==> config.mk <==
export PLATFORM = sky130hd
export DESIGN_NAME = led_display_flat
export DESIGN_NICKNAME = d
export VERILOG_FILES = /design/src/rtl/led_display_if.sv /design/src/rtl/led_display.sv /design/src/flat_wrapper.sv
export SDC_FILE = /design/constraint.sdc
export NUM_CORES = 1
export LEC_CHECK = 0
export ABC_CLOCK_PERIOD_IN_PS = 6710
export CORE_MARGIN = 2
export CORE_UTILIZATION = 55
export DETAILED_ROUTE_END_ITERATION = 6
export PLACE_DENSITY = 0.79
export SLEW_MARGIN = 40
export SYNTH_ARGS = -nofsm -noshare
export SYNTH_HDL_FRONTEND = slang
export SYNTH_SLANG_ARGS = --single-unit
==> constraint.sdc <==
create_clock -name CLKIN -period 6.71 [get_ports CLKIN]
set_clock_uncertainty 0.1 [all_clocks]
set_input_delay 1.342 -clock CLKIN [delete_from_list [all_inputs] [get_ports CLKIN]]
set_output_delay 1.342 -clock CLKIN [all_outputs]
set_load 0.03 [all_outputs]
==> src/rtl/led_display_if.sv <==
// led_display_if
//   Bundles the display-side outputs of led_display.
//   SEG   [7:0] : segment drive {dp,g,f,e,d,c,b,a}, active-low
//   SEL   [3:0] : digit select, active-low one-hot, SEL[0] = rightmost digit
//   COUNT [7:0] : current counter value, unsigned
//   master : driven by led_display
//   slave  : observed by whatever consumes the display signals
interface led_display_if;
    logic [7:0] SEG;
    logic [3:0] SEL;
    logic [7:0] COUNT;

    modport master (output SEG, output SEL, output COUNT);
    modport slave  (input SEG, input SEL, input COUNT);
endinterface

==> src/rtl/led_display.sv <==
// led_display
//   Free-running 8-bit counter shown in decimal on a 4-digit multiplexed
//   7-segment display (hundreds/tens/ones, leftmost digit blank).
//   COUNT_DIV : CLKIN cycles per COUNT increment (1 .. 2^32-1)
//   SCAN_DIV  : CLKIN cycles per digit advance   (1 .. 2^32-1)
//   CLKIN     : system clock, rising edge
//   RESET     : asynchronous, active-low
//   disp      : SEG / SEL / COUNT outputs (led_display_if.master)
module led_display #(
    parameter int unsigned COUNT_DIV = 50000000,
    parameter int unsigned SCAN_DIV  = 50000
) (
    input  logic          CLKIN,
    input  logic          RESET,
    led_display_if.master disp
);

    logic [31:0] count_pre;
    logic [31:0] scan_pre;
    logic [7:0]  count_q;
    logic [1:0]  idx_q;

    logic [11:0] bcd;
    logic [3:0]  digit;
    logic        blank;
    logic [7:0]  seg;
    logic [3:0]  sel;

    // Count prescaler and counter; the counter steps on the prescaler wrap edge.
    always_ff @(posedge CLKIN or negedge RESET) begin
        if (!RESET) begin
            count_pre <= '0;
            count_q   <= '0;
        end else if (count_pre == COUNT_DIV - 32'd1) begin
            count_pre <= '0;
            count_q   <= count_q + 8'd1;
        end else begin
            count_pre <= count_pre + 32'd1;
        end
    end

    // Scan prescaler and digit index, independent of the count path.
    always_ff @(posedge CLKIN or negedge RESET) begin
        if (!RESET) begin
            scan_pre <= '0;
            idx_q    <= '0;
        end else if (scan_pre == SCAN_DIV - 32'd1) begin
            scan_pre <= '0;
            idx_q    <= idx_q + 2'd1;
        end else begin
            scan_pre <= scan_pre + 32'd1;
        end
    end

    // Double-dabble: shift COUNT in MSB first, adding 3 to any BCD nibble
    // that is 5 or more before each shift.
    always_comb begin
        bcd = '0;
        for (int unsigned i = 0; i < 8; i++) begin
            for (int unsigned j = 0; j < 3; j++) begin
                if (bcd[4*j +: 4] >= 4'd5) begin
                    bcd[4*j +: 4] = bcd[4*j +: 4] + 4'd3;
                end
            end
            bcd = {bcd[10:0], count_q[7 - i]};
        end
    end

    always_comb begin
        digit = '0;
        blank = 1'b0;
        case (idx_q)
            2'd0:    digit = bcd[3:0];
            2'd1:    digit = bcd[7:4];
            2'd2:    digit = bcd[11:8];
            default: blank = 1'b1;
        endcase
    end

    always_comb begin
        seg = '1;
        if (!blank) begin
            case (digit)
                4'd0:    seg = 8'hC0;
                4'd1:    seg = 8'hF9;
                4'd2:    seg = 8'hA4;
                4'd3:    seg = 8'hB0;
                4'd4:    seg = 8'h99;
                4'd5:    seg = 8'h92;
                4'd6:    seg = 8'h82;
                4'd7:    seg = 8'hF8;
                4'd8:    seg = 8'h80;
                4'd9:    seg = 8'h90;
                default: seg = '1;
            endcase
        end
    end

    always_comb begin
        sel = ~(4'b0001 << idx_q);
    end

    assign disp.SEG   = seg;
    assign disp.SEL   = sel;
    assign disp.COUNT = count_q;

endmodule

==> src/flat_wrapper.sv <==
// flat-port wrapper written by rule: the top's interface ports become plain ports
module led_display_flat 
#(
    parameter int unsigned COUNT_DIV = 50000000,
    parameter int unsigned SCAN_DIV  = 50000
)
  (CLKIN, RESET, disp_SEG, disp_SEL, disp_COUNT);
  led_display_if disp_i ();
  input  logic CLKIN;
  input  logic RESET;
  output wire logic [$bits(disp_i.SEG)-1:0] disp_SEG;
  output wire logic [$bits(disp_i.SEL)-1:0] disp_SEL;
  output wire logic [$bits(disp_i.COUNT)-1:0] disp_COUNT;
  assign disp_SEG = disp_i.SEG;
  assign disp_SEL = disp_i.SEL;
  assign disp_COUNT = disp_i.COUNT;
  led_display #(.COUNT_DIV(COUNT_DIV), .SCAN_DIV(SCAN_DIV)) u_core (.CLKIN(CLKIN), .RESET(RESET), .disp(disp_i));
endmodule
# Yosys cells after proc, flatten, opt, wreduce, memory -nomap -nowiden

Memory sizes are Yosys's and may differ from the RTL's.
Cells that the tools add are included.

$add $sub $neg: 11
Magnitude comparators: 7
Equal/unequal tests: 4
Shift-type cells: 1
Mux-type cells: 11
Bitwise operators: 1
Reductions and logical operators: 2

Operators by type and width:

| operator                                              | number |
|---|---|
| adder 32 x 1 -> 32 bit, second input constant         | 2 |
| two-way mux 32 bit                                    | 2 |
| equality test 32 x 16 -> 1 bit, second input constant | 1 |
| equality test 32 x 26 -> 1 bit, second input constant | 1 |
| two-way mux 4 bit                                     | 7 |
| adder 4 x 2 -> 4 bit, second input constant           | 5 |
| >= comparator 4 x 3 -> 1 bit, second input constant   | 5 |
| case mux 4 bit (3 select lines)                       | 1 |
| adder 3 x 2 -> 4 bit, second input constant           | 2 |
| adder 8 x 1 -> 8 bit, second input constant           | 1 |
| two-way mux 8 bit                                     | 1 |
| >= comparator 3 bit, second input constant            | 2 |
| NOT 4 bit                                             | 1 |
| << shifter 1 x 2 -> 4 bit, first input constant       | 1 |
| OR reduction 3 bit                                    | 1 |
| adder 2 x 1 -> 2 bit, second input constant           | 1 |
| equality test 2 x 1 -> 1 bit, second input constant   | 1 |
| equality test 2 bit, second input constant            | 1 |
| logical NOT 2 bit                                     | 1 |

Flip-flop bits (word level): 74
Bits in read-only memories: 112
Input bits: 2
Output and inout bits: 20
Memories kept: 1

Memories:

| name             | words | width | rd ports | clocked after memory_dff | write ports | line              | source |
|---|---|---|---|---|---|---|---|
| (name not given) | 16    | 7     | 1        | 0                        | 0           | led_display.sv:83 | `case (digit)` |

# Depth between registers and ports, before layout

Gate-level depths: netlist of run 1.
An unclocked memory read counts as a cell.

Depth after elaboration: 13
Depth in mapped cells: 29
Depth with buffers taken out: 28

# Worst setup path before layout of run 1

OpenSTA, ideal clock, no wires.

Path kind: reg2out
Start: reg u_core.count_q[6], in the netlist u_core.disp.COUNT[6]
End: out disp_SEG[4]
Data arrival time: 5620 ps
Data required time: 5268 ps
Setup slack: -352 ps
Cell stages (with the launch flop): 27
Buffers on the path: 1
Cell sequence: dfrtp_1 buf_6 inv_1 ha_1 or2_1 a21oi_1 ha_1 nand2b_1 o211a_1 o221ai_4 ha_1 inv_1 nor2_1 o31a_1 mux2i_1 o21ai_1 xor2_1 ha_1 o22a_1 nor3b_1 nor4_4 nor2_1 inv_2 ha_1 nand2_1 mux2i_1 o21bai_1

Longest elaborated chain between the ends: 13
Elaborated cells between the ends (all ways): 24
Classes of those cells: 7 x add/sub; 7 x order compare; 9 x mux; 1 x memory

Ends and longest elaborated chain:

| item                                                                 | line                                 | source |
|---|---|---|
| start, declared                                                      | led_display.sv:20                    | `logic [7:0] count_q;` |
| start signal, assigned                                               | led_display.sv:36                    | `count_q <= count_q + 8'd1;` |
| adder 3 x 2 -> 4 bit or >= comparator 3 bit (tied branches)          | led_display.sv:62, led_display.sv:61 |  |
| two-way mux 4 bit *                                                  | led_display.sv:61                    | `if (bcd[4*j +: 4] >= 4'd5) begin` |
| adder 4 x 2 -> 4 bit or >= comparator 4 x 3 -> 1 bit (tied branches) | led_display.sv:62, led_display.sv:61 |  |
| two-way mux 4 bit                                                    | led_display.sv:61                    |  |
| >= comparator 4 x 3 -> 1 bit or adder 4 x 2 -> 4 bit (tied branches) | led_display.sv:61, led_display.sv:62 |  |
| two-way mux 4 bit                                                    | led_display.sv:61                    |  |
| adder 4 x 2 -> 4 bit, or another cell as far along                   | led_display.sv:62                    | `bcd[4*j +: 4] = bcd[4*j +: 4] + 4'd3;` |
| two-way mux 4 bit                                                    | led_display.sv:61                    |  |
| adder 4 x 2 -> 4 bit or >= comparator 4 x 3 -> 1 bit (tied branches) | led_display.sv:62, led_display.sv:61 |  |
| two-way mux 4 bit                                                    | led_display.sv:61                    |  |
| case mux 4 bit (3 select lines) *                                    | led_display.sv:72                    | `case (idx_q)` |
| memory read (16 x 7 bit) *                                           | -                                    |  |
| two-way mux 8 bit *                                                  | led_display.sv:82                    | `if (!blank) begin` |
| end, declared                                                        | flat_wrapper.sv:11                   | `output wire logic [$bits(disp_i.SEG)-1:0] disp_SEG;` |

Mark *: on every way between the ends. The rest lies on a longest branch, timed or not.

# Worst setup path after layout of run 1

Start: reg u_core.count_q[5], in the netlist u_core.disp.COUNT[5]
End: out disp_SEG[3]

Longest elaborated chain between the ends: 13
Elaborated cells between the ends (all ways): 24
Classes of those cells: 7 x add/sub; 7 x order compare; 9 x mux; 1 x memory

Ends and longest elaborated chain:

| item                                                                 | line |
|---|---|
| adder 3 x 2 -> 4 bit or >= comparator 3 bit (tied branches)          | led_display.sv:62, led_display.sv:61 |
| two-way mux 4 bit *                                                  | led_display.sv:61 |
| adder 4 x 2 -> 4 bit or >= comparator 4 x 3 -> 1 bit (tied branches) | led_display.sv:62, led_display.sv:61 |
| two-way mux 4 bit                                                    | led_display.sv:61 |
| adder 4 x 2 -> 4 bit or >= comparator 4 x 3 -> 1 bit (tied branches) | led_display.sv:62, led_display.sv:61 |
| two-way mux 4 bit                                                    | led_display.sv:61 |
| adder 4 x 2 -> 4 bit, or another cell as far along                   | led_display.sv:62 |
| two-way mux 4 bit                                                    | led_display.sv:61 |
| adder 4 x 2 -> 4 bit or >= comparator 4 x 3 -> 1 bit (tied branches) | led_display.sv:62, led_display.sv:61 |
| two-way mux 4 bit                                                    | led_display.sv:61 |
| case mux 4 bit (3 select lines) *                                    | led_display.sv:72 |
| memory read (16 x 7 bit) *                                           | - |
| two-way mux 8 bit *                                                  | led_display.sv:82 |

Marks and branches as above.

==> results of run 1 <==
==> sequential cells by signal (all words and copies together) (netlist names) <==
| register | count |
|---|---|
| u_core.count_pre | 32 |
| u_core.scan_pre | 32 |
| u_core.disp.COUNT | 8 |
| u_core.idx_q | 2 |
==> timing repair <==
| item | in CTS | in global routing |
|---|---|---|
| hold buffers | 0 | 0 |
| gates resized for setup | 17 | 36 |
| endpoints found under the setup margin | 7 | 7 |
| setup buffers | 6 | 12 |
| pin swaps | 10 | 20 |
==> routing by layer <==
metal / vias to the layer above / track usage / part of all wire
li1: 1851 / - / -
met5: - / 0 / 0
met2: 57 / 0.397 / 0.51
met1: 1870 / 0.286 / 0.45
met3: 14 / 0.0348 / 0.025
met4: 0 / 0.0929 / 0.017
==> worst register-to-register path: stages (launching register included) <==
cell and delay [ps]:
dfrtp_1 380, and2_1 190, and3_1 180, and3_1 230
nand3_1 130, nor3_1 590, nand3_1 280, nor2_1 170
xor2_1 170
==> power groups by stage <==
stage / Clock, mW / Combinational, mW / Sequential, mW
final: 0.368 / 0.00952 / 0.446
after global routing: 0.394 / 0.0117 / 0.445
after CTS: 0.372 / 0.0102 / 0.446
after detailed placement: 0 / 0.0103 / 0.454
after global placement: 0 / 0.00991 / 0.454
after floorplan: 0 / 0.00118 / 0.455
==> layout make-up <==
cell class	instances	area share
Timing Repair Buffer	59	0.0892
Clock buffer	10	0.0227
Tap cell	105	0.0234
Sequential cell	74	0.330
Clock inverter	6	0.0147
Multi-Input combinational cell	381	0.501
Inverter	27	0.0194
==> cells in the final DEF, fill, tap and decap left out, drive strengths merged, types with 13 or more instances in the layout <==
cell type  instances
nor2              54
nand4             13
dfrtp             74
xor2              24
xnor2             46
nor4              14
o21ai             19
and3              14
nand2             43
ha                23
inv               26
nor3              13
nand3             31
buf               47
==> cells by family after synthesis <==
| group | Yosys count |
|---|---|
| AO/OA/AOI/OAI | 68 |
| XOR/XNOR | 70 |
| adder cells (fa/ha/maj) | 23 |
| buffers and inverters | 37 |
| flip-flops | 74 |
| multiplexers | 8 |
| other | 1 |
| AND/OR/NAND/NOR | 211 |
==> final timing paths <==
check,slack (ps),cells past startpoint,startpoint,endpoint
hold reg to reg,370,1,u_core.scan_pre[31],u_core.scan_pre[31]
min in group asynchronous,990,2,RESET,u_core.scan_pre[19]
setup reg to reg,4220,8,u_core.scan_pre[2],u_core.scan_pre[27]
hold / removal,370,1,u_core.scan_pre[31],u_core.scan_pre[31]
setup / recovery,60,22,u_core.disp.COUNT[5],disp_SEG[3]
max in group asynchronous,5060,2,RESET,u_core.disp.COUNT[5]
==> through the flow <==
| stage | TNS [ps] | setup WS, ps | std cells | hold slack [ps] | area (um2) |
|---|---|---|---|---|---|
| 4_1_cts | 0 | 12.9 | 650 | 372 | 5400 |
| 3_5_place_dp | -177 | -177 | 628 | 359 | 5070 |
| 5_1_grt | -666 | -144 | 662 | 384 | 5620 |
| 2_1_floorplan | 0 | 37.3 | 492 | 342 | 4640 |
| 6_report | 0 | 59.3 | 662 | 366 | 5620 |
| 3_3_place_gp | 0 | 45.6 | 628 | 361 | 5070 |
==> flow_summary_export.csv, run 1 <==
group,metric,value,unit
synthesis,synthXorXnorAreaFrac,0.133,
floorplanning,pin_count,22,
clock_network,cts.htree.levels,3,
synthesis,synth_top_area_frac,0.401,
power,peakVddDrop,125,uV
synthesis,synthSimpleGateAreaFrac,0.232,
critical_path,critPathLaunchType,"flop",
power,switching_power,0.170,mW
global_routing,grt_pass1_wl,16.4,mm
critical_path,cpMaxStageDelayCell,"or4_4",
critical_path,path_max_fanout,5,
global_routing,antenna_found_initial,0,
global_routing,grt.total_usage,0.229,
synthesis,synth_compound_area_frac,0.118,
clock_network,clock-sinks,74,
synthesis,seq_area_frac_synth,0.401,
critical_path,cp_cell_sequence,"ha_4 -> or2_1 -> a21oi_2 -> ha_2 -> nand2b_4 -> o211a_4 -> o221ai_4 -> ha_4 -> inv_4 -> nor2_4 -> o31a_1 -> mux2i_2 -> o21ai_2 -> xor2_2 -> buf_4 -> or4_4 -> a311oi_4 -> nor2_2 -> buf_4 -> ha_4 -> o32a_1 -> buf_6",
critical_path,path_class,"reg -> out",
synthesis,syn_area,4620,um2
synthesis,yosys.area_share.adder,0.0623,
global_routing,grt_pass1_vias,3660,
layout,area_growth_syn_to_layout,21.7,%
sta,hold_viol_final,0,
critical_path,crit_top_cell,"ha_4",
detailed_routing,antenna_left,0,
layout,num_antenna_cells,0,
sta,tightest_slew,725,ps
critical_path,endpoint_kind,"primary output",
floorplanning,core,8180,um2
synthesis,ys_ff_latch,74,
power,p_leak,2.46,nW
floorplanning,dieArea,9150,um2
clock_network,insertion_delay,360,ps
detailed_routing,dr_total_vias,3792,
sta,rsz0062_at_grt,"true",
floorplanning,die_x,95.7,um
floorplanning,initial_core_util,0.565,
synthesis,syn_inst,492,
global_routing,grt_max_degree,75,
detailed_routing,drt_wl_total,9.85,mm
floorplanning,dieHeight,95.7,um
synthesis,syn_area_per_cell,9.39,um2
synthesis,synth_cell_types,66,
synthesis,ys_top_cells_by_count,"74 x dfrtp_1, 54 x nor2_1, 46 x xnor2_1",
layout,fill_cells,604,
floorplanning,core.rowCount,33,
layout,seqCellArea,1850,um2
detailed_routing,drt_iter0_markers,270,
power,p_comb_frac,0.012,
synthesis,syn_nets,517,
clock_network,path_clk_slew,90,ps
sta,relSlewSlack,0.516,
detailed_routing,via_per_inst,5.73,
power,power_per_cell_area,146,nW/um2
detailed_routing,drtPass1Iterations,4,
detailed_routing,drcViolationCount,0,
critical_path,max_stage_delay,530,ps
layout,fin_nets,577,
critical_path,cp.buffers_inverters,4,
synthesis,synth_most_common_cell,"dfrtp_1",
synthesis,synth-edff-count,0,
synthesis,synth-async-reset-ratio,1.00,
flow_run,maxCapViolations,0,
worst_hold_path,min_path_type,"reg -> reg",
global_routing,grt-ovfl-total,0,
synthesis,yosysTopAreaCell,"dfrtp_1",
sta,final-setup-viol-count,0,
status,status,"finished clean",
sta,period_share,0.991,
synthesis,muxShareOfSynthArea,0.0200,
detailed_routing,wl_per_cell,14.9,um
layout,finish.utilization,0.688,
critical_path,path_delay_family,"compound AO/OA/AOI/OAI gates",
critical_path,required,5270,ps
sta,max_freq,150,MHz
power,seq_power_share,0.541,
clock_network,cts_tree,"built",
placement,io_buffers,20,
power,p_int,0.654,mW
critical_path,cp.arrival,5210,ps
clock_network,clockRootBuffer,"clkbuf_8",
placement,hpwlAfterDp,6.82,mm
clock_network,cts_buffers,9,
sta,min_period,6650,ps
power,power,0.823,mW
layout,final_layout_size_suffix_gt1_frac,0.210,
sta,drv_slew,0,
power,swShare,0.206,
synthesis,synth_area_leaders,"dfrtp_1 40%, xnor2_1 8.7%, ha_1 6.2%",
layout,multi_input_area,2820,um2
placement,gp_congestion,0.839,
clock_network,clk_path_buf_depth,2,
synthesis,yosysWarnings,0,
synthesis,synth_top_family_by_area,"simple AND/OR/NAND/NOR gates",
power,clkPwrFrac,0.447,
synthesis,synth-main-ff-cell,"dfrtp_1",
Power figures use the tool's default switching activity.
==> run 2: changes to the inputs <==
Settings changed: REMOVE_ABC_BUFFERS from default to 1.
==> run 2 against run 1 <==
- the flow now finishes with violations (setup timing)
- maximum frequency shrank 2.4%
- global-route usage hardly changed
- largest power group unchanged
- hold slack gained 24 ps
- via count rose by 2.0%
==> flow_summary_export.csv, run 2 (same netlist as run 1, synthesis figures left out) <==
group,metric,value,unit
status,violations,"setup timing",
clock_network,clock-sinks,74,
critical_path,reg2reg_slack,4200,ps
clock_network,cts_tree,"built",
critical_path,r2r-end,"u_core.disp.COUNT[6]",
worst_hold_path,whs_endpoint,"u_core.scan_pre[27]",
critical_path,cp.arrival,5370,ps
placement,pre_cts_ws,-156,ps
placement,io_buffers,20,
sta,min_period,6810,ps
sta,final-setup-viol-count,4,
critical_path,rr_worst_depth,9,
detailed_routing,wl_per_cell,15.4,um
flow_run,maxCapViolations,0,
layout,stdcell_area,5590,um2
sta,tightest_slew,972,ps
placement,hpwlAfterDp,6.70,mm
global_routing,grt_max_degree,75,
worst_hold_path,min-delay-start,"u_core.scan_pre[27]",
placement,gp_congestion,0.886,
sta,drv_slew,0,
layout,finalNonFillerCells,660,
global_routing,grt_pass1_vias,3779,
sta,hold_viol_final,0,
critical_path,path_max_fanout,4,
power,power_per_cell_area,137,nW/um2
detailed_routing,antenna_left,0,
clock_network,clockRootBuffer,"clkbuf_8",
sta,setup_tns,-189,ps
critical_path,rr_startpoint,"u_core.count_pre[0]",
sta,relSlewSlack,0.351,
critical_path,critPathLaunchType,"flop",
floorplanning,dieHeight,95.7,um
sta,worst_slack,-102,ps
floorplanning,core,8180,um2
floorplanning,pin_count,22,
detailed_routing,drt_iter0_markers,218,
detailed_routing,drt_wl_total,10.2,mm
critical_path,endpoint_kind,"primary output",
placement,placed_area,5050,um2
layout,final_layout_size_suffix_gt1_frac,0.209,
worst_hold_path,min_path_type,"reg -> reg",
sta,period_share,1.02,
global_routing,grt_pass1_wl,16.6,mm
layout,final_cell_mix,"74 x dfrtp_1, 50 x nor2_1, 46 x xnor2_1",
layout,fin_nets,575,
detailed_routing,dr_total_vias,3869,
layout,final_common_cell,"dfrtp_1",
critical_path,path_class,"reg -> out",
sta,rsz0062_at_grt,"true",
status,status,"finished, violations left",
placement,dp.cells,627,
global_routing,grt-ovfl-total,0,
worst_hold_path,whs_path_depth,1,
detailed_routing,via_per_inst,5.86,
clock_network,clk_path_buf_depth,2,
detailed_routing,drcViolationCount,0,
floorplanning,initial_core_util,0.565,
power,peakVddDrop,119,uV
floorplanning,die_x,95.7,um
clock_network,cts_buffers,9,
global_routing,antenna_found_initial,0,
global_routing,grt.total_usage,0.229,
sta,max_freq,147,MHz
layout,num_antenna_cells,0,
clock_network,ctsHoldBuffers,0,
layout,area_growth_syn_to_layout,21.1,%
clock_network,path_clk_slew,90,ps
power,p_leak,2.42,nW
clock_network,cts.htree.levels,3,
floorplanning,dieArea,9150,um2
floorplanning,core.rowCount,33,
power,power,0.769,mW
clock_network,insertion_delay,360,ps
detailed_routing,drtPass1Iterations,5,
critical_path,required,5270,ps
## run 2: layout make-up
class / count / area (um2)
clock inverter: 6 / 48.8
tap: 105 / 131
multi-input combinational: 381 / 2840
timing repair buffer: 57 / 489
clock buffer: 10 / 128
fill: 625 / 2580
inverter: 27 / 106
sequential: 74 / 1850
## run 2: how the worst max path moves through the flow
| stage | start | to |
|---|---|---|
| finish | u_core.disp.COUNT[6] | disp_SEG[3] |
| global route | u_core.disp.COUNT[6] | disp_SEG[3] |
| CTS | u_core.disp.COUNT[6] | disp_SEG[3] |
| detailed placement | u_core.disp.COUNT[6] | disp_SEG[6] |
| global placement | u_core.disp.COUNT[5] | disp_SEG[6] |
| floorplan | u_core.disp.COUNT[6] | disp_SEG[4] |
## run 2: stage by stage
stage                     hold slack, ps  utilization
final                                390        0.684
after global routing                 405        0.684
after CTS                            389        0.656
after detailed placement             372        0.618
after global placement               355        0.616
after floorplan                      342            -
## run 2: worst max-delay path, cell delays in order, from the launching register on
cell       delay (ps)
dfrtp_1           390
inv_2              70
ha_4              150
or2_1             230
a21oi_2           220
ha_2              260
nand2b_4           80
o211a_4           160
o221ai_4          190
ha_2              240
inv_2              60
nor2_4            120
a2111oi_4          50
mux2_4            320
ha_4              170
inv_2              60
a21oi_2            50
mux2_4            330
or4_4             550
a311oi_2          330
nor2_1            110
buf_4             170
ha_4              220
o32a_1            340
buf_6             140
## run 2: routing by layer
layer / GRT usage / share of wire / up-vias
met5: 0 / 0 / -
met4: 0.108 / 0.023 / 0
met3: 0.0403 / 0.033 / 26
met2: 0.374 / 0.50 / 96
met1: 0.297 / 0.45 / 1901
li1: - / - / 1846
## run 2: report_power, final
part           internal, mW  switching (mW)  total (mW)
combinational      0.000775         0.00883     0.00961
clock                 0.138           0.176       0.314
sequential            0.446               0       0.446
total                 0.584           0.185       0.769
## run 2: timing repair
item,CTS,global route
setup endpoints to repair,7,7
pin swaps,12,20
resized for setup,22,40
setup buffers,6,11
==> edit 1 (config.mk and constraints of run 2) <==
Make the reset (`RESET`) synchronous in 2 clocked blocks. Comments in the files are not updated.
--- a/src/rtl/led_display.sv
+++ b/src/rtl/led_display.sv
@@ -28,5 +28,5 @@
 
     // Count prescaler and counter; the counter steps on the prescaler wrap edge.
-    always_ff @(posedge CLKIN or negedge RESET) begin
+    always_ff @(posedge CLKIN) begin
         if (!RESET) begin
             count_pre <= '0;
@@ -41,5 +41,5 @@
 
     // Scan prescaler and digit index, independent of the count path.
-    always_ff @(posedge CLKIN or negedge RESET) begin
+    always_ff @(posedge CLKIN) begin
         if (!RESET) begin
             scan_pre <= '0;
Formal check against the unedited RTL: no difference found for any inputs over 10 cycles, from zero or initial values and one cycle with RESET low; that may be too few to reach the edited logic, so the function may still have changed.
==> edit 1 against run 2 <==
The run still ends with negative setup slack left. Total power grew 9.6%. Routed wire length is 2.6% higher. Fmax rose by 0.74%. Final area fell by 1.5%. Register-to-register slack lost 300 ps. Sequential power about the same. Area after synthesis is 0.68% lower. Global-route usage fell by 0.66 points. Setup slack gained 50 ps. Sequential cell count unchanged. Highest routed layer unchanged.
==> edit 1: results (changes against run 2) <==
| Metric | Value |
|---|---|
| First drt pass iteration count | `4 (-1)` |
| Status | `finished with violations` |
| Met1 track demand over resource | `0.287 (-0.00982)` |
| Worst-case hold path end point | `u_core.scan_pre[0]$_SDFF_PP0_` |
| Post-synth top area cell | `dfxtp_1` |
| Nets | `624 (+8.5%)` |
| Final setup viols | `4 (unchanged)` |
| Final setup margin | `-52.4 ps (+49.9 ps)` |
| Via count | `4,101 (+6.0%)` |
| FILL cells | `615 (-1.6%)` |
| Largest net degree at the start of global routing | `33 (-56%)` |
| Met3 Track Usage GR | `0.0379 (-0.00237)` |
| Layout cells sized above 1 | `0.194 (-0.0153)` |
| Critical Path Max Stage Delay | `390 ps (-160 ps)` |
| Met2 Use GR | `0.389 (+0.0150)` |
| Vias in the first global route | `3,744 (-0.93%)` |
| First-pass GRT wire length | `16.6 mm (+0.17%)` |
| Synth unique cells | `68 (+3.0%)` |
| Initial DRC Count | `157 (-28%)` |
| Failing checks | `negative setup slack` |
| Pleak | `2.09 nW (-14%)` |
| Synth area leaders | `dfxtp_1 32%, xor2_1 7.1%, nor2_1 6.6%, ha_1 6.3%, xnor2_1 5.2%` |
| DP HPWL | `6.91 mm (+3.2%)` |
| Reg-to-reg startpoint | `u_core.count_pre[0]$_SDFF_PP0_` |
| RD Place Congestion | `0.888 (+0.19%)` |
| Sequential cell area fraction in the yosys report | `0.323 (-0.0780)` |
| FFs w/ async S/R, synth | `0 (-1.00)` |
| Crit path max fanout | `6 (+2)` |
| Vias/cell | `5.78 (-1.3%)` |
| FF-to-FF setup slack | `3900 ps (-300 ps)` |
| Slowest-stage cell, CP | `a32oi_1` |
| Worst Hold Launch | `u_core.scan_pre[0]$_SDFF_PP0_` |
| Routed wire per std cell | `14.7 µm (-4.5%)` |
edit 1: cell type report:
type	count	area, µm²	area share
clock buffers	9	124	0.0225
clock inverters	7	98.8	0.0179
inverters	26	100	0.0182
multi-input cells	433	3120	0.567
flip-flops and latches	74	1480	0.269
well taps	105	131	0.0239
repair buffers	55	447	0.0811
edit 1: per-stage QoR:
| step | hold WS, ps | total power [W] | TNS [ps] | instance area, µm² |
|---|---|---|---|---|
| 2_1_floorplan | 330 | 0.000464 | -2530 | 4470 |
| 3_3_place_gp | 341 | 0.000468 | 0 | 4940 |
| 3_5_place_dp | 355 | 0.000469 | -578 | 4950 |
| 4_1_cts | 372 | 0.000852 | 0 | 5250 |
| 5_1_grt | 401 | 0.000872 | -1060 | 5510 |
| 6_report | 364 | 0.000843 | -121 | 5510 |
edit 1: worst max-delay path by stage:
stage / start / endpoint / slack (ps) / depth (start not counted)
2_1_floorplan: u_core.disp.COUNT[6]$_SDFFE_PN0P_ / disp_SEG[4] / -590 / 23
3_3_place_gp: u_core.disp.COUNT[6]$_SDFFE_PN0P_ / disp_SEG[6] / 50 / 26
3_5_place_dp: u_core.disp.COUNT[6]$_SDFFE_PN0P_ / disp_SEG[5] / -240 / 24
4_1_cts: u_core.disp.COUNT[6]$_SDFFE_PN0P_ / disp_SEG[4] / 0.5 / 27
5_1_grt: u_core.disp.COUNT[6]$_SDFFE_PN0P_ / disp_SEG[4] / -230 / 26
6_report: u_core.disp.COUNT[6]$_SDFFE_PN0P_ / disp_SEG[5] / -50 / 25
edit 1: worst register-to-register path: cells and delay by family (launching register included):
kind	cells	cell delay, ps
simple gates	7	1920
flops	1	380
fa+ha+maj	1	190
xor+xnor	1	130
edit 1: power by group:
part           leakage [nW]  switching, W  internal (W)
Combinational          1.39    0.00000970    0.00000379
Clock                 0.111      0.000173      0.000213
Sequential            0.598    0.00000287      0.000442
Total                  2.09      0.000185      0.000658
edit 1: routing by layer:
layer / part of all wire / routed length (µm) / vias up
li1: - / - / 2021
met1: 0.45 / 4680 / 1937
met2: 0.49 / 5140 / 124
met3: 0.051 / 536 / 19
met4: 0.0093 / 97 / 0
met5: 0 / 0 / -
edit 1: kinds of logic after synthesis:
| family | Yosys count | share of synthesized area |
|---|---|---|
| xor+xnor | 64 | 0.122 |
| simple gates | 257 | 0.290 |
| flops | 74 | 0.323 |
| mux | 12 | 0.0324 |
| compound gates | 76 | 0.123 |
| buf+inv | 48 | 0.0466 |
| fa+ha+maj | 23 | 0.0627 |
| other cells | 1 | 0.000817 |
edit 1: timing repair:
item                                    CTS  global route
setup buffers                             7             9
endpoints found under the setup margin    7             7
resized for setup                        21            44
pin swaps                                 6            17
==> edit 2 (config.mk and constraints of run 2) <==
Made on the original files. `SCAN_DIV` is set to 50000 in 2 places; all go to 37500.
--- a/src/rtl/led_display.sv
+++ b/src/rtl/led_display.sv
@@ -9,5 +9,5 @@
 module led_display #(
     parameter int unsigned COUNT_DIV = 50000000,
-    parameter int unsigned SCAN_DIV  = 50000
+    parameter int unsigned SCAN_DIV  = 37500
 ) (
     input  logic          CLKIN,
--- a/src/flat_wrapper.sv
+++ b/src/flat_wrapper.sv
@@ -3,5 +3,5 @@
 #(
     parameter int unsigned COUNT_DIV = 50000000,
-    parameter int unsigned SCAN_DIV  = 50000
+    parameter int unsigned SCAN_DIV  = 37500
 )
   (CLKIN, RESET, disp_SEG, disp_SEL, disp_COUNT);
Behaviour: no difference found for any inputs over 10 cycles, from zero or initial values and one cycle with RESET low; that may be too few to reach the edited logic, so the function may still have changed.
==> edit 2 against run 2 <==
Area after synthesis increased by 0.22%. Total power decreased by 0.84%. Final area decreased by 1.0%. Sequential cell count unchanged. Setup slack improved by 130 ps. Routed wire length decreased by 7.8%. Sequential power about the same. Critical path type unchanged. Highest routed layer unchanged.
==> edit 2: results (changes against run 2) <==
| Metric | Value |
|---|---|
| Status | `completed` |
| Via count | `3,764 (-2.7%)` |
| DP HPWL | `6.51 mm (-2.9%)` |
| Synth area leaders | `dfrtp_1 40%, xnor2_1 9.5%, ha_1 6.2%, nor2_1 4.5%, xor2_1 4.4%` |
| Mux share of post-synthesis cell area | `0.0197 (-0.000314)` |
| Switch Pwr | `0.000180 W (-2.6%)` |
| Worst slew pin tran | `687 ps (-285 ps)` |
| FF-to-FF End | `u_core.scan_pre[30]$_DFF_PN0_` |
| First-pass GRT wire length | `15.4 mm (-6.9%)` |
| DRT Wirelength | `9.40 mm (-7.8%)` |
| RD Place Congestion | `0.846 (-4.6%)` |
| Pleak | `2.43 nW (about the same)` |
| CTS Buf Count | `9 (unchanged)` |
| Top cells by count, synth | `74 x dfrtp_1, 55 x nor2_1, 50 x xnor2_1, 39 x nand3_1, 36 x nand2_1` |
| Worst-case hold path end point | `u_core.count_pre[0]$_DFF_PN0_` |
| Worst EP arrival | `5240 ps (-130 ps)` |
| FFs w/ async S/R, synth | `1.00 (unchanged)` |
| Placed insts | `631 (+0.64%)` |
| Crit path from | `u_core.disp.COUNT[5]$_DFFE_PN0N_` |
| Synth top area share | `0.400 (-0.000866)` |
| DRC | `0 (unchanged)` |
| Compound-gate portion of the synthesized area | `0.120 (+0.00191)` |
| Post-synthesis xor/xnor area fraction | `0.138 (+0.00539)` |
| Crit path time final | `6680 ps (-134 ps)` |
| Port buffer count | `20 (unchanged)` |
| Initial DRC Count | `193 (-11%)` |
| Dpl ws | `-217 ps (-60.6 ps)` |
| Sequential cell area fraction in the yosys report | `0.400 (-0.000866)` |
| Worst Hold Launch | `u_core.count_pre[0]$_DFF_PN0_` |
| Vias/cell | `5.68 (-3.2%)` |
| Adder-cell share of the synthesized area | `0.0621 (-0.000135)` |
| Post-Syn Instances | `497 (+1.0%)` |
| VDD IR max | `0.000135 V (+13%)` |
| Vias in the first global route | `3,562 (-5.7%)` |
| Hold WS | `360 ps (-30.5 ps)` |
| FF-to-FF setup slack | `4290 ps (+90 ps)` |
| Seq pwr share | `0.584 (+0.005)` |
| Total track usage | `0.210 (-0.0191)` |
| First drt pass iteration count | `4 (-1)` |
| Layout cells sized above 1 | `0.197 (-0.0119)` |
| Reg-to-reg startpoint | `u_core.scan_pre[6]$_DFF_PN0_` |
| Nets | `578 (+0.52%)` |
| Synth unique cells | `67 (+1.5%)` |
| Reg clk slew, reported paths | `90 ps (about the same)` |
edit 2: changes by cell type after synthesis, sizes merged, moves of 4 or more:
cell          run 2  this run
or2               2         6
nand2            43        36
nor4             14         7
xnor2            46        50
nand3            31        39
edit 2: critical path: stages (launching register included):
cell and delay, ps:
dfrtp_1 420, ha_4 170, or2_4 250, a21oi_4 180, ha_2 190, nand2b_4 120
o211ai_2 90, a211o_1 340, ha_2 190, nand2b_4 160, a31oi_4 260, mux2i_2 310
o21ai_2 110, xnor2_2 220, ha_2 230, a21oi_1 80, or4_4 450, a31oi_4 200
inv_1 130, ha_2 200, mux2_2 260, o32a_1 170, buf_6 140
edit 2: routing by layer:
metal | wire, µm | global-route usage
met5 | 0 | 0
met1 | 4430 | 0.275
met3 | 271 | 0.0305
met4 | 98 | 0.0750
met2 | 4600 | 0.357
edit 2: metrics by stage:
step                      TNS, ps  area, µm²
after floorplan             -1090       4570
after global placement          0       5060
after detailed placement     -500       5060
after CTS                       0       5350
after global routing        -1320       5540
final                           0       5540
edit 2: logic make-up (layout without fill, tap and decap cells):
kind of cell	after synthesis	count (layout)
AND/OR/NAND/NOR	210	210
flip-flops	74	74
XOR/XNOR	73	73
AO/OA/AOI/OAI	72	72
buffers and inverters	37	98
adder cells (fa/ha/maj)	23	23
multiplexers	7	7
other	1	1
edit 2: cell type report:
cell class | count | area, µm²
Timing Repair Buffer | 58 | 487
Sequential cell | 74 | 1850
Fill cell | 621 | 2640
Tap cell | 105 | 131
Clock inverter | 7 | 55.1
Clock buffer | 9 | 124
Inverter | 24 | 90.1
Multi-Input combinational cell | 386 | 2800
edit 2: repair_timing:
item                       4_1_cts  5_1_grt
setup buffers                   11        5
resized for setup               19       39
setup endpoints to repair        7        7
cloned                           0        0
pin swaps                        6       15
